--- src/rtl/regfile_pkg.sv ---
// Shared defaults and address-width helper for the regfile_np register file.
package regfile_pkg;

  localparam int RF_WIDTH = 32;
  localparam int RF_DEPTH = 32;
  localparam int RF_NRD   = 2;

  function automatic int rf_aw(input int depth);
    return (depth > 1) ? $clog2(depth) : 1;
  endfunction

endpackage

--- src/rtl/rf_rdmux.sv ---
// Single read port: balanced 2:1 mux tree, ra_i LSB selects at the leaf level.
module rf_rdmux import regfile_pkg::*; #(
  parameter int WIDTH = RF_WIDTH,
  parameter int DEPTH = RF_DEPTH,
  localparam int AW   = rf_aw(DEPTH)
) (
  input  logic [DEPTH-1:0][WIDTH-1:0] regs_i,
  input  logic [AW-1:0]               ra_i,
  output logic [WIDTH-1:0]            rd_o
);

  // Level l holds DEPTH>>l candidates; each level halves them using ra_i[l-1].
  for (genvar l = 0; l <= AW; l++) begin : g_lvl
    logic [(DEPTH>>l)-1:0][WIDTH-1:0] v;
    if (l == 0) begin : g_leaf
      assign v = regs_i;
    end else begin : g_tree
      for (genvar j = 0; j < (DEPTH>>l); j++) begin : g_mux
        assign v[j] = ra_i[l-1] ? g_lvl[l-1].v[2*j+1] : g_lvl[l-1].v[2*j];
      end
    end
  end

  assign rd_o = g_lvl[AW].v[0];

endmodule

--- src/rtl/regfile_np.sv ---
// Parameterized register file: one write port, NRD read ports, optional
// hardwired-zero r0, same-cycle write bypass and registered read data.
module regfile_np import regfile_pkg::*; #(
  parameter int WIDTH    = RF_WIDTH,
  parameter int DEPTH    = RF_DEPTH,
  parameter int NRD      = RF_NRD,
  parameter bit ZERO_REG = 1'b1,
  parameter bit BYPASS   = 1'b1,
  parameter bit RD_REG   = 1'b0,
  localparam int AW      = rf_aw(DEPTH)
) (
  input  logic                      clk_i,
  input  logic                      reset_i,
  input  logic                      we_i,
  input  logic [AW-1:0]             wa_i,
  input  logic [WIDTH-1:0]          wd_i,
  input  logic [NRD-1:0][AW-1:0]    ra_i,
  output logic [NRD-1:0][WIDTH-1:0] rd_o
);

  logic [DEPTH-1:0][WIDTH-1:0] regs_q, regs_d, regs_view;
  logic [NRD-1:0][WIDTH-1:0]   mux_rd;
  logic [NRD-1:0]              hit;
  logic                        wr_ok;

  // Writes to r0 are dropped at the source so bypass and read-register paths agree.
  assign wr_ok = we_i && !(ZERO_REG && (wa_i == '0));

  always_comb begin
    regs_d = regs_q;
    if (wr_ok) regs_d[wa_i] = wd_i;
  end

  always_ff @(posedge clk_i) begin
    if (reset_i) regs_q <= '0;
    else         regs_q <= regs_d;
  end

  always_comb begin
    regs_view = regs_q;
    if (ZERO_REG) regs_view[0] = '0;
  end

  for (genvar i = 0; i < NRD; i++) begin : g_port
    rf_rdmux #(.WIDTH(WIDTH), .DEPTH(DEPTH)) u_mux (
      .regs_i (regs_view),
      .ra_i   (ra_i[i]),
      .rd_o   (mux_rd[i])
    );
    assign hit[i] = wr_ok && (wa_i == ra_i[i]);
  end

  if (RD_REG) begin : g_rdreg
    logic [NRD-1:0][WIDTH-1:0] rd_q, rd_d;

    // Write-first: a read of the address being written captures the new data.
    always_comb begin
      rd_d = '0;
      for (int i = 0; i < NRD; i++) rd_d[i] = hit[i] ? wd_i : mux_rd[i];
    end

    always_ff @(posedge clk_i) begin
      if (reset_i) rd_q <= '0;
      else         rd_q <= rd_d;
    end

    assign rd_o = rd_q;
  end else begin : g_rdcomb
    always_comb begin
      rd_o = '0;
      for (int i = 0; i < NRD; i++) rd_o[i] = (BYPASS && hit[i]) ? wd_i : mux_rd[i];
    end
  end

endmodule

--- config.mk ---
export PLATFORM = sky130hd
export DESIGN_NAME = regfile_np
export DESIGN_NICKNAME = d
export VERILOG_FILES = /design/src/rtl/regfile_pkg.sv /design/src/rtl/rf_rdmux.sv /design/src/rtl/regfile_np.sv
export SDC_FILE = /design/constraint.sdc
export NUM_CORES = 2
export LEC_CHECK = 0
export ABC_AREA = 1
export ABC_CLOCK_PERIOD_IN_PS = 2350
export CAP_MARGIN = 15
export CORE_ASPECT_RATIO = 0.7
export CORE_MARGIN = 4
export CORE_UTILIZATION = 45
export DETAILED_ROUTE_END_ITERATION = 7
export GPL_ROUTABILITY_DRIVEN = 0
export HOLD_SLACK_MARGIN = 0.03
export PLACE_DENSITY = 0.57
export SLEW_MARGIN = 20
export SYNTH_ARGS = -nofsm -noshare
export SYNTH_HDL_FRONTEND = slang
export SYNTH_SLANG_ARGS = --single-unit
--- constraint.sdc ---
create_clock -name clk_i -period 2.35 [get_ports clk_i]
set_clock_uncertainty 0.15 [all_clocks]
set_input_delay 0.235 -clock clk_i [delete_from_list [all_inputs] [get_ports clk_i]]
set_output_delay 0.235 -clock clk_i [all_outputs]
set_load 0.005 [all_outputs]
Yosys cells after proc, flatten, opt, wreduce, memory -nomap -nowiden
Cells that the tools add are included.
{"block": "classes", "reduce_logical": 6, "muxes": 67, "eq_ne": 2, "n_lt_le_gt_ge": 2}
{"operator": "two-way mux 32 bit", "count": 65}
{"operator": "bitwise mux 1024 bit", "count": 1}
{"operator": "demux 32 bit (select 5 bit)", "count": 1}
{"operator": "equality test 5 bit", "count": 2}
{"operator": "< comparator 5 x 6 -> 1 bit, second input constant", "count": 1}
{"operator": ">= comparator 5 x 1 -> 1 bit, second input constant", "count": 1}
{"operator": "zero test 5 bit", "count": 1}
{"operator": "logical AND 1 bit", "count": 4}
{"operator": "zero test 1 bit", "count": 1}
{"block": "totals", "out_inout_bits": 64, "inputBits": 50, "ff_bits": 1024, "elab_cells": 109}

Longest topological paths before layout
{"block": "logic_depth", "ltp_word": 6, "ltp_mapped": 12, "ltp_nobuf": 9}

Cells and area by module
Synthesis repeated with hierarchy kept, for this count alone.
{"block": "hier_totals", "hier_cells": 9599, "area_unflattened_um2": 57395.0}
{"module": "regfile_np", "area_per_inst_um2": 35801.8, "seq_area_each_um2": 19859.0, "n_inst": 1, "cells_each": 4737}
{"module": "rf_rdmux", "area_per_inst_um2": 10796.6, "seq_area_each_um2": 0.0, "n_inst": 2, "cells_each": 2431}

Worst setup path after synthesis
No wires, ideal clock.
{"block": "synth_path", "path_kind": "input -> output", "start": "input port ra_i[0] (netlist bit)", "end": "output port rd_o[23] (netlist bit)", "path_buffers": 3, "cell_stages": 11, "t_required_ns": 1.965, "slack_ns": 0.466, "arrival_ns": 1.499, "cell_sequence": "buf_2 inv_1 clkbuf_1 clkbuf_1 nand2_1 nand3_1 nand3_1 nand3_1 nand3_1 nand3_1 nand2_1"}
{"element": "start: declaration", "line": "regfile_np.sv:17", "text": "input logic [NRD-1:0][AW-1:0] ra_i,"}
{"element": "end: declaration", "line": "regfile_np.sv:18", "text": "output logic [NRD-1:0][WIDTH-1:0] rd_o"}

==> out/metrics.cfg <==
[power_and_ir_drop]
worst_ir_drop_vdd_mv = 0.5836
power_per_cell_area_mw_per_mm2 = 585.8
power.static_leakage_uw = 0.03175

[floorplanning]
fp-row-count = 108
fp.coreArea_mm2 = 0.1243
initial_core_util = 0.4545
chipHeight_um = 304.5
num_io_pins = 114
fp.dieArea_mm2 = 0.1314
chipWidth_um = 431.6

[final_layout]
layout.cells.most_common = nand2_1
largest_registers = regs_q (992)
nets_final = 9303
largest_reg_flops = 992
final_cell_mix = nand2_1 (2527), nand3_1 (1259), nor2_1 (974), a211oi_1 (832), dfxtp_1 (721)
fill_cells = 11725
top_register = regs_q
final_layout_size_suffix_gt1_frac = 0.2665
flow.area_growth_from_synthesis_pct = 28.35

[sta]
fin_hold_ws_ns = 0.1043
setup_violators_final = 3
hold_violations = 0
period_share = 1.007
final_max_slew_viol_count = 0
fmax_mhz = 422.7
period_minus_slack_ns = 2.366
tightestPinTransition_ns = 0.5951
timing.setup.tns_ns = -0.04173
grt_setup_unrepaired = true
max_slew_margin = 0.6033
setup_slack_ns = -0.01583

[detailed_routing]
route.detailed.wl_per_inst_um = 23.89
vias = 64670
first_iter_violations = 8113
viasPerCell = 5.885
number_of_optimization_iterations_in_the_first_detailed_route_pass = 8
drt_wl_total_um = 262500
detail-route-antenna-nets = 0
post-route-drc-count = 0

[placed_design]
port_buffers = 113
detailed_place_hpwl_um = 168300

[logic_synthesis]
ys_warn_count = 0
synth_seq_cells = 992
synth_cells = 9177
largest_area_contributor_in_the_netlist = dfxtp_1
synthesis.nets = 9227
synthesis.area_per_instance_um2 = 6.158
synthesis.area_mm2 = 0.05651
post_synth_main_area_contributors = dfxtp_1 (35%), nand2_1 (17%), nand3_1 (16%)
yosysUniqueCellTypes = 22
synth_sequential_area_ratio = 0.3514
netlist.area_leader.share = 0.3514

[hold_path]
hold_path_class = primary input to flip-flop
min_from = wa_i[0]

[run_status]
violated_checks = setup timing
status = finished with violations

[global_route]
grt.overflow.total = 0
grt_pass1_vias = 59131
grt_start_max_net_pins = 93
grt_antenna_before_repair = 2
total_grt_usage = 0.3815
grt_first_pass_wirelength_um = 386200

[critical_path]
worst_r2r_startpoint = regs_q[281]$_SDFFE_PP0P_
reg2reg_depth = 4
critical_path_peak_fanout = 3
critPathCapture = rd_o[58]
criticalPathCategory = flip-flop to output port
r2r_setup_slack_ns = 1.27
end_kind = output port
critical_path.reg2reg.endpoint = regs_q[281]$_SDFFE_PP0P_
worstSetupStartpoint = regs_q[954]$_SDFFE_PP0P_
critical_path.startpoint_type = flip-flop
critPathArrivalTime_ns = 1.98
worstPathRequired_ns = 1.97

[clock_tree]
cts_clock_pin_slew_for_the_worst_setup_and_hold_paths_ns = 0.07
cts_inserted_buffers = 104
tritoncts = done
clkLatencyLatePin_ns = 0.73
cts_max_level = 3
clock_tree.buffer_depth = 3
root_buffer = clkbuf_16
clock_sinks = 992

[run]
timing.max_cap.violations = 0

-- kinds of logic (layout without fill, tap and decap cells) --
family,Yosys count,in the layout,synth area share
flip-flops,992,992,0.3514
AO/OA/AOI/OAI,994,994,0.1249
XOR/XNOR,5,5,0.0007749
buffers and inverters,1748,1909,0.1197
other,0,1,0
AND/OR/NAND/NOR,5438,5438,0.4032
-- metal layers --
metal,up-vias,wire length [um],GRT usage
met3,882,27890,0.07922
li1,30045,-,-
met4,0,22920,0.2781
met5,-,0,0
met2,3889,108500,0.5603
met1,29854,103200,0.4955
-- metrics by stage --
| stage | utilization | cell area (um2) | std cells | total power, uW | worst slack, ns |
|---|---|---|---|---|---|
| finish | 0.5834 | 72530 | 10989 | 42490 | -0.01583 |
| global route | 0.5834 | 72530 | 10989 | 43680 | -0.1152 |
| CTS | 0.5662 | 70390 | 10954 | 42120 | -0.03274 |
| detailed placement | 0.5168 | 64250 | 10710 | 24350 | -0.5663 |
| global placement | 0.5168 | 64250 | 10710 | 24320 | -0.5767 |
| floorplan | - | 56510 | 9177 | 20990 | 0.4662 |
-- cell type report --
class | count | area (um2) | share of cell area
multi-input cells | 6437 | 33490 | 0.4617
flip-flops and latches | 992 | 20200 | 0.2785
repair buffers | 840 | 9883 | 0.1363
inverters | 878 | 3369 | 0.04646
clock buffers | 152 | 3044 | 0.04197
well taps | 1650 | 2064 | 0.02846
clock inverters | 39 | 476.7 | 0.006572
diodes | 1 | 2.502 | 0.00003450
-- power by group --
part / internal, uW / switching (uW) / total (uW)
clock network: 9970 / 7630 / 17600
registers: 17000 / 81.6 / 17100
logic: 2770 / 5020 / 7790
total: 29800 / 12700 / 42500
-- how the worst min path moves through the flow --
stage          slack [ns]                        to  cells past startpoint
2_1_floorplan        0.30  regs_q[128]$_SDFFE_PP0P_                      2
3_3_place_gp         0.31  regs_q[146]$_SDFFE_PP0P_                      2
3_5_place_dp         0.32  regs_q[241]$_SDFFE_PP0P_                      2
4_1_cts              0.07  regs_q[687]$_SDFFE_PP0P_                      7
5_1_grt              0.10  regs_q[687]$_SDFFE_PP0P_                      7
6_report             0.10  regs_q[687]$_SDFFE_PP0P_                      7
-- worst max-delay path, cell delays in order, from the launching register on --
cell and delay [ns]:
dfxtp_2 0.31, inv_2 0.07, nand2_1 0.06, nand3_1 0.09, nand3_1 0.07, nand3_1 0.10, nand3_1 0.10, buf_6 0.17
nand3_1 0.07, nand2_1 0.06, buf_2 0.13
-- cell usage after synthesis --
cell type  count
buf_2        115
nor3_1         8
nor2_1       976
a21oi_1      161
nand4_1        2
nor3_4         2
clkbuf_2      28
xor2_1         5
buf_1        146
clkinv_1       2
o21ai_0        1
inv_1        856
nand2_2       14
nand2_1     2606
dfxtp_1      992
a211oi_1     832
clkbuf_1     575
nand3_1     1827
nor2_2         2
buf_4          6
inv_2         20
nor4_2         1
-- what timing repair did --
| item | in CTS | in global routing |
|---|---|---|
| endpoints found under the hold margin | 84 | 0 |
| endpoints found under the setup margin | 64 | 64 |
| gates resized for setup | 1045 | 804 |
| pin swaps | 285 | 340 |
| cloned | 7 | 4 |
| buffers inserted | 51 | 35 |
| hold buffers | 2 | 0 |
Power figures use the tool's default switching activity.
